## config.mk

```make
export PLATFORM = sky130hd
export DESIGN_NAME = piso_serializer_4bit_flat
export DESIGN_NICKNAME = d
export VERILOG_FILES = /design/src/rtl/piso_serializer_4bit_pkg.sv /design/src/rtl/piso_serializer_4bit_if.sv /design/src/rtl/piso_bit_counter.sv /design/src/rtl/piso_serializer_4bit.sv /design/src/flat_wrapper.sv
export SDC_FILE = /design/constraint.sdc
export NUM_CORES = 1
export LEC_CHECK = 0
export ABC_AREA = 1
export CAP_MARGIN = 15
export CORE_AREA = 2 2 39 41
export CTS_CLUSTER_SIZE = 20
export DETAILED_ROUTE_END_ITERATION = 10
export DIE_AREA = 0 0 41 43
export PLACE_DENSITY_LB_ADDON = 0.2
export SYNTH_ARGS = -nofsm -noshare
export SYNTH_HDL_FRONTEND = slang
export SYNTH_SLANG_ARGS = --single-unit
export TNS_END_PERCENT = 5
```

## constraint.sdc

```tcl
create_clock -name CLK -period 1.3 [get_ports CLK]
set_input_delay 0.13 -clock CLK [delete_from_list [all_inputs] [get_ports CLK]]
set_output_delay 0.13 -clock CLK [all_outputs]
set_load 0.01 [all_outputs]
```

## src/rtl/piso_serializer_4bit_pkg.sv

```systemverilog
// Shared constants and types for the 4-bit PISO transmitter and its SIPO receiver.
package piso_serializer_4bit_pkg;

    // Word length shared with the matching 4-bit serial-in receiver.
    localparam int   DEF_WIDTH      = 4;
    // Level driven on the serial line when no bit is being sent.
    localparam logic DEF_IDLE_LEVEL = 1'b0;

    typedef enum logic {
        ST_IDLE  = 1'b0,
        ST_SHIFT = 1'b1
    } state_e;

    // Counter width needed to hold WIDTH-1 (at least one bit).
    function automatic int cnt_width(input int w);
        return (w > 2) ? $clog2(w) : 1;
    endfunction

endpackage

```

## src/rtl/piso_serializer_4bit_if.sv

```systemverilog
// Load handshake and serial output bundle of the PISO transmitter.
interface piso_serializer_4bit_if #(
    parameter int WIDTH = 4
);
    logic             LOAD;
    logic [WIDTH-1:0] D;
    logic             Dout;
    logic             FRAME;
    logic             BUSY;
    logic             READY;
    logic             DONE;

    // Word producer side.
    modport master (
        output LOAD, D,
        input  Dout, FRAME, BUSY, READY, DONE
    );

    // Transmitter side.
    modport slave (
        input  LOAD, D,
        output Dout, FRAME, BUSY, READY, DONE
    );
endinterface

```

## src/rtl/piso_bit_counter.sv

```systemverilog
// Loadable down-counter with zero flag; holds at zero instead of wrapping.
module piso_bit_counter #(
    parameter int CW = 2
) (
    input  logic          clk,
    input  logic          rst_n,
    input  logic          load,
    input  logic [CW-1:0] load_val,
    input  logic          dec,
    output logic [CW-1:0] cnt,
    output logic          zero
);
    logic [CW-1:0] cnt_q;
    logic [CW-1:0] cnt_d;

    // Next count: load wins over decrement, decrement stops at zero.
    always_comb begin
        cnt_d = cnt_q;
        if (load)
            cnt_d = load_val;
        else if (dec && (cnt_q != '0))
            cnt_d = cnt_q - 1'b1;
    end

    // Count register with synchronous active-low reset.
    always_ff @(posedge clk) begin
        if (!rst_n)
            cnt_q <= '0;
        else
            cnt_q <= cnt_d;
    end

    assign cnt  = cnt_q;
    assign zero = (cnt_q == '0);
endmodule

```

## src/rtl/piso_serializer_4bit.sv

```systemverilog
// Parallel-in serial-out transmitter: accepts a word on LOAD&READY and sends it
// MSB first, one bit per clock, with gapless back-to-back words.
module piso_serializer_4bit
    import piso_serializer_4bit_pkg::*;
#(
    parameter int   WIDTH      = DEF_WIDTH,
    parameter logic IDLE_LEVEL = DEF_IDLE_LEVEL
) (
    input  logic                   CLK,
    input  logic                   RST,
    piso_serializer_4bit_if.slave  bus
);
    localparam int            CW       = cnt_width(WIDTH);
    localparam logic [CW-1:0] CNT_LAST = CW'(WIDTH - 1);

    state_e           state_q, state_d;
    logic [WIDTH-1:0] sreg_q,  sreg_d;
    logic             dout_q,  dout_d;
    logic             frame_q, frame_d;

    logic [CW-1:0]    cnt;
    logic             cnt_zero;
    logic             ready;
    logic             done;
    logic             accept;
    logic             cnt_dec;

    // READY/DONE depend only on state and count so they never follow inputs.
    assign done    = (state_q == ST_SHIFT) && cnt_zero;
    assign ready   = (state_q == ST_IDLE) || done;
    assign accept  = ready && bus.LOAD;
    assign cnt_dec = (state_q == ST_SHIFT) && !cnt_zero;

    piso_bit_counter #(.CW(CW)) u_cnt (
        .clk      (CLK),
        .rst_n    (RST),
        .load     (accept),
        .load_val (CNT_LAST),
        .dec      (cnt_dec),
        .cnt      (cnt),
        .zero     (cnt_zero)
    );

    // Next-state, shift register and registered serial outputs.
    // sreg holds the current word aligned so that sreg[WIDTH-2] is the next bit.
    always_comb begin
        state_d = state_q;
        sreg_d  = sreg_q;
        dout_d  = dout_q;
        frame_d = frame_q;
        if (accept) begin
            state_d = ST_SHIFT;
            sreg_d  = bus.D;
            dout_d  = bus.D[WIDTH-1];
            frame_d = 1'b1;
        end else if (state_q == ST_SHIFT) begin
            if (cnt_zero) begin
                state_d = ST_IDLE;
                dout_d  = IDLE_LEVEL;
                frame_d = 1'b0;
            end else begin
                sreg_d  = sreg_q << 1;
                dout_d  = sreg_q[WIDTH-2];
                frame_d = 1'b1;
            end
        end
    end

    // State and output registers; reset aborts any word in flight.
    always_ff @(posedge CLK) begin
        if (!RST) begin
            state_q <= ST_IDLE;
            sreg_q  <= '0;
            dout_q  <= IDLE_LEVEL;
            frame_q <= 1'b0;
        end else begin
            state_q <= state_d;
            sreg_q  <= sreg_d;
            dout_q  <= dout_d;
            frame_q <= frame_d;
        end
    end

    assign bus.Dout  = dout_q;
    assign bus.FRAME = frame_q;
    assign bus.BUSY  = (state_q == ST_SHIFT);
    assign bus.READY = ready;
    assign bus.DONE  = done;

    logic unused_cnt;
    assign unused_cnt = ^cnt;
endmodule
```

## src/flat_wrapper.sv

```systemverilog
// flat-port wrapper written by rule: the top's interface ports become plain ports
module piso_serializer_4bit_flat import piso_serializer_4bit_pkg::*;
#(
    parameter int   WIDTH      = DEF_WIDTH,
    parameter logic IDLE_LEVEL = DEF_IDLE_LEVEL
)
  (CLK, RST, bus_LOAD, bus_D, bus_Dout, bus_FRAME, bus_BUSY, bus_READY, bus_DONE);
  piso_serializer_4bit_if #(.WIDTH(WIDTH)) bus_i ();
  input  logic CLK;
  input  logic RST;
  input wire logic [$bits(bus_i.LOAD)-1:0] bus_LOAD;
  input wire logic [$bits(bus_i.D)-1:0] bus_D;
  output wire logic [$bits(bus_i.Dout)-1:0] bus_Dout;
  output wire logic [$bits(bus_i.FRAME)-1:0] bus_FRAME;
  output wire logic [$bits(bus_i.BUSY)-1:0] bus_BUSY;
  output wire logic [$bits(bus_i.READY)-1:0] bus_READY;
  output wire logic [$bits(bus_i.DONE)-1:0] bus_DONE;
  assign bus_i.LOAD = bus_LOAD;
  assign bus_i.D = bus_D;
  assign bus_Dout = bus_i.Dout;
  assign bus_FRAME = bus_i.FRAME;
  assign bus_BUSY = bus_i.BUSY;
  assign bus_READY = bus_i.READY;
  assign bus_DONE = bus_i.DONE;
  piso_serializer_4bit #(.WIDTH(WIDTH), .IDLE_LEVEL(IDLE_LEVEL)) u_core (.CLK(CLK), .RST(RST), .bus(bus_i));
endmodule
```

==> flow_summary.ini <==
[run_status]
status = finished clean

[synthesis]
ys_types = 10
mappedNetlistArea_um2 = 364
synth-adder-area-share = 0.0344
yosysSeqAreaShare = 0.440
synthMuxAreaShare = 0
synthSimpleGateAreaFrac = 0.354
synthXorXnorAreaFrac = 0
yosys_warnings = 0
synth_compound_area_frac = 0.0687
syn_nets = 59
synth_top_family_by_area = simple AND/OR/NAND/NOR gates
avgSynthCellArea_um2 = 7.14
synth-seq-cells = 8
netlist_instances = 51

[sta]
finClkSkew_ns = 0.00371
finalCritPeriodShare = 0.955
worst_pin_slew_ns = 0.178
slew_viol_final = 0
max-slew-margin-rel = 0.881
setup_viol = 0
rsz0062_at_grt = no
min_period_ns = 1.24
max_freq_mhz = 806
finalHoldViolCount = 0

[routing]
vias = 371
drc = 0
viasPerCell = 4.36
wl_per_cell_um = 9.46
drtIter0Drc = 10
drt_first_pass_iters = 3
postRouteAntennaNets = 0
routed_wl_um = 804

[critical_path]
critPathMaxFanout = 2
reg2reg_from = u_core.u_cnt.cnt[1]
r2r-end = u_core.bus.Dout
crit_chain = clkdlybuf4s50_1
worstPathRequired_ns = 1.17
crit_path_start = u_core.bus.Dout
rr_worst_depth = 9
crit_family = buffers and inverters
endpoint_kind = output port
critPathSlowestCell = clkdlybuf4s50_1
crit_path_end = bus_Dout
ff2ff_setup_slack_ns = 0.17
crit_buf_inv = 1
startpoint_type = register
cp.arrival_ns = 1.11
max_stage_delay_ns = 0.53
path_class = register to output port
path_depth = 1

[final_layout]
antennaDiodeCount = 0
fillCellCount = 155
syn2layout_area_growth_pct = 51.2
final_nets = 79
drive_above_1_share = 0.246
final_cell_area_um2 = 551

[cts]
clockBufferDepth = 2
cts_hold_buffers = 0
cts_tree = built
cts_max_level = 1
clk_pin_slew_ns = 0.06
cts_buffers = 3
clock-sinks = 8
root_buffer = clkbuf_4
clk-insertion-delay-late_ns = 0.25
postCtsSetupBuffers = 0

[power_and_ir_drop]
pwr-share-clk = 0.315
leakagePower_nw = 0.272
ir_worst_vdd_mv = 0.733
internal_power_mw = 0.444
p_per_area_nw_per_um2 = 1100
comb_power_share = 0.231
p_total_mw = 0.608
power.share.switching = 0.270
p_seq_frac = 0.454
p_switching_mw = 0.164

[floorplanning]
rows = 14
fp.dieArea_um2 = 1760
ioPinCount = 12
core-area_um2 = 1380
die_h_um = 43
die_w_um = 41
start_util = 0.263

[global_routing]
grt_max_degree = 8
grt_usage = 0.116
grt_pass1_vias = 319
global_route.overflow_total = 0
grt_pass1_wl_um = 1300
antenna_found_initial = 0

[placed_design]
dpl.hpwl_um = 615
io_buffers = 11
gp_congestion = 0.758
placed_cell_area_um2 = 524

[worst_hold_path]
hp-class = register to register

[flow_run]
cap_violations = 0
## cell usage after synthesis (all sizes together)
cell / count / share of area
a21oi: 4 / 0.055
dfxtp: 8 / 0.44
ha: 1 / 0.034
inv: 10 / 0.10
nand2: 13 / 0.14
nand3: 8 / 0.11
nor2: 6 / 0.10
o21ai: 1 / 0.014
## sequential cells by signal (all words and copies together) (netlist names)
| name | cells |
|---|---|
| u_core.sreg_q | 3 |
| u_core.u_cnt.cnt | 2 |
| u_core.bus.BUSY | 1 |
| u_core.bus.Dout | 1 |
| u_core.bus.FRAME | 1 |
## timing repair
action                                  4_1_cts  5_1_grt
gates resized for setup                       9        4
pin swaps                                     1        0
endpoints found under the hold margin         0        0
endpoints found under the setup margin        3        2
## per-stage QoR
step,hold WS (ns),setup TNS [ns],instances,utilization,setup slack (ns)
CTS,0.451,0,85,0.403,0.00422
global placement,0.454,-0.143,82,0.379,-0.0737
floorplan,0.228,0,51,-,0.206
finish,0.458,0,85,0.398,0.0587
global route,0.487,0,85,0.398,0.00398
detailed placement,0.455,-0.145,82,0.379,-0.0752
## worst min-delay path by stage
stage | startpoint | to | depth (start not counted)
final | u_core.sreg_q[0] | u_core.sreg_q[0] | 2
after global routing | bus_D[0] | u_core.sreg_q[0] | 3
after CTS | bus_D[0] | u_core.sreg_q[0] | 3
after detailed placement | u_core.sreg_q[0] | u_core.sreg_q[0] | 2
after global placement | u_core.sreg_q[0] | u_core.sreg_q[0] | 2
after floorplan | RST | u_core.sreg_q[1] | 2
## metal layers
metal	vias to the layer above	global-route usage	part of all wire
met1	164	0.133	0.44
met4	0	0.0600	0.010
met3	2	0.0785	0.071
li1	196	-	-
met2	9	0.156	0.47
met5	-	0	0
## placed cells by master, fill, tap and decap left out
| cell | synthesis | layout |
|---|---|---|
| a21oi_1 | 4 | 4 |
| buf_4 | 0 | 4 |
| clkbuf_2 | 0 | 2 |
| clkbuf_4 | 0 | 3 |
| clkdlybuf4s50_1 | 0 | 8 |
| dfxtp_1 | 8 | 6 |
| dfxtp_2 | 0 | 2 |
| dlygate4sd2_1 | 0 | 1 |
| ha_4 | 0 | 1 |
| inv_1 | 10 | 8 |
| inv_2 | 0 | 2 |
| nand2_1 | 12 | 12 |
| nand2_2 | 1 | 1 |
| nand3_1 | 8 | 8 |
| nor2_1 | 4 | 4 |
| nor2_4 | 2 | 2 |
| o21ai_0 | 1 | 1 |
## cell families (layout without fill, tap and decap cells)
group                      Yosys count  after routing
AOI/OAI and AO/OA                    5              5
DFF                                  8              8
and+or+nand+nor                     27             27
adders and majority gates            1              1
buffers and inverters               10             28
## power groups by stage
stage	sequential, mW	clock (mW)	combinational, mW
2_1_floorplan	0.281	0	0.0641
3_3_place_gp	0.279	0	0.137
3_5_place_dp	0.279	0	0.137
4_1_cts	0.275	0.203	0.143
5_1_grt	0.278	0.217	0.157
6_report	0.276	0.192	0.140
## cell type report
cell class	instances	area, µm²	share of cell area
clock buffers	3	22.5	0.0409
inverters	10	37.5	0.0682
multi-input cells	33	179	0.325
flip-flops and latches	8	163	0.295
well taps	16	20.0	0.0364
repair buffers	15	129	0.234
No activity file was read; power rests on OpenSTA's default activity.
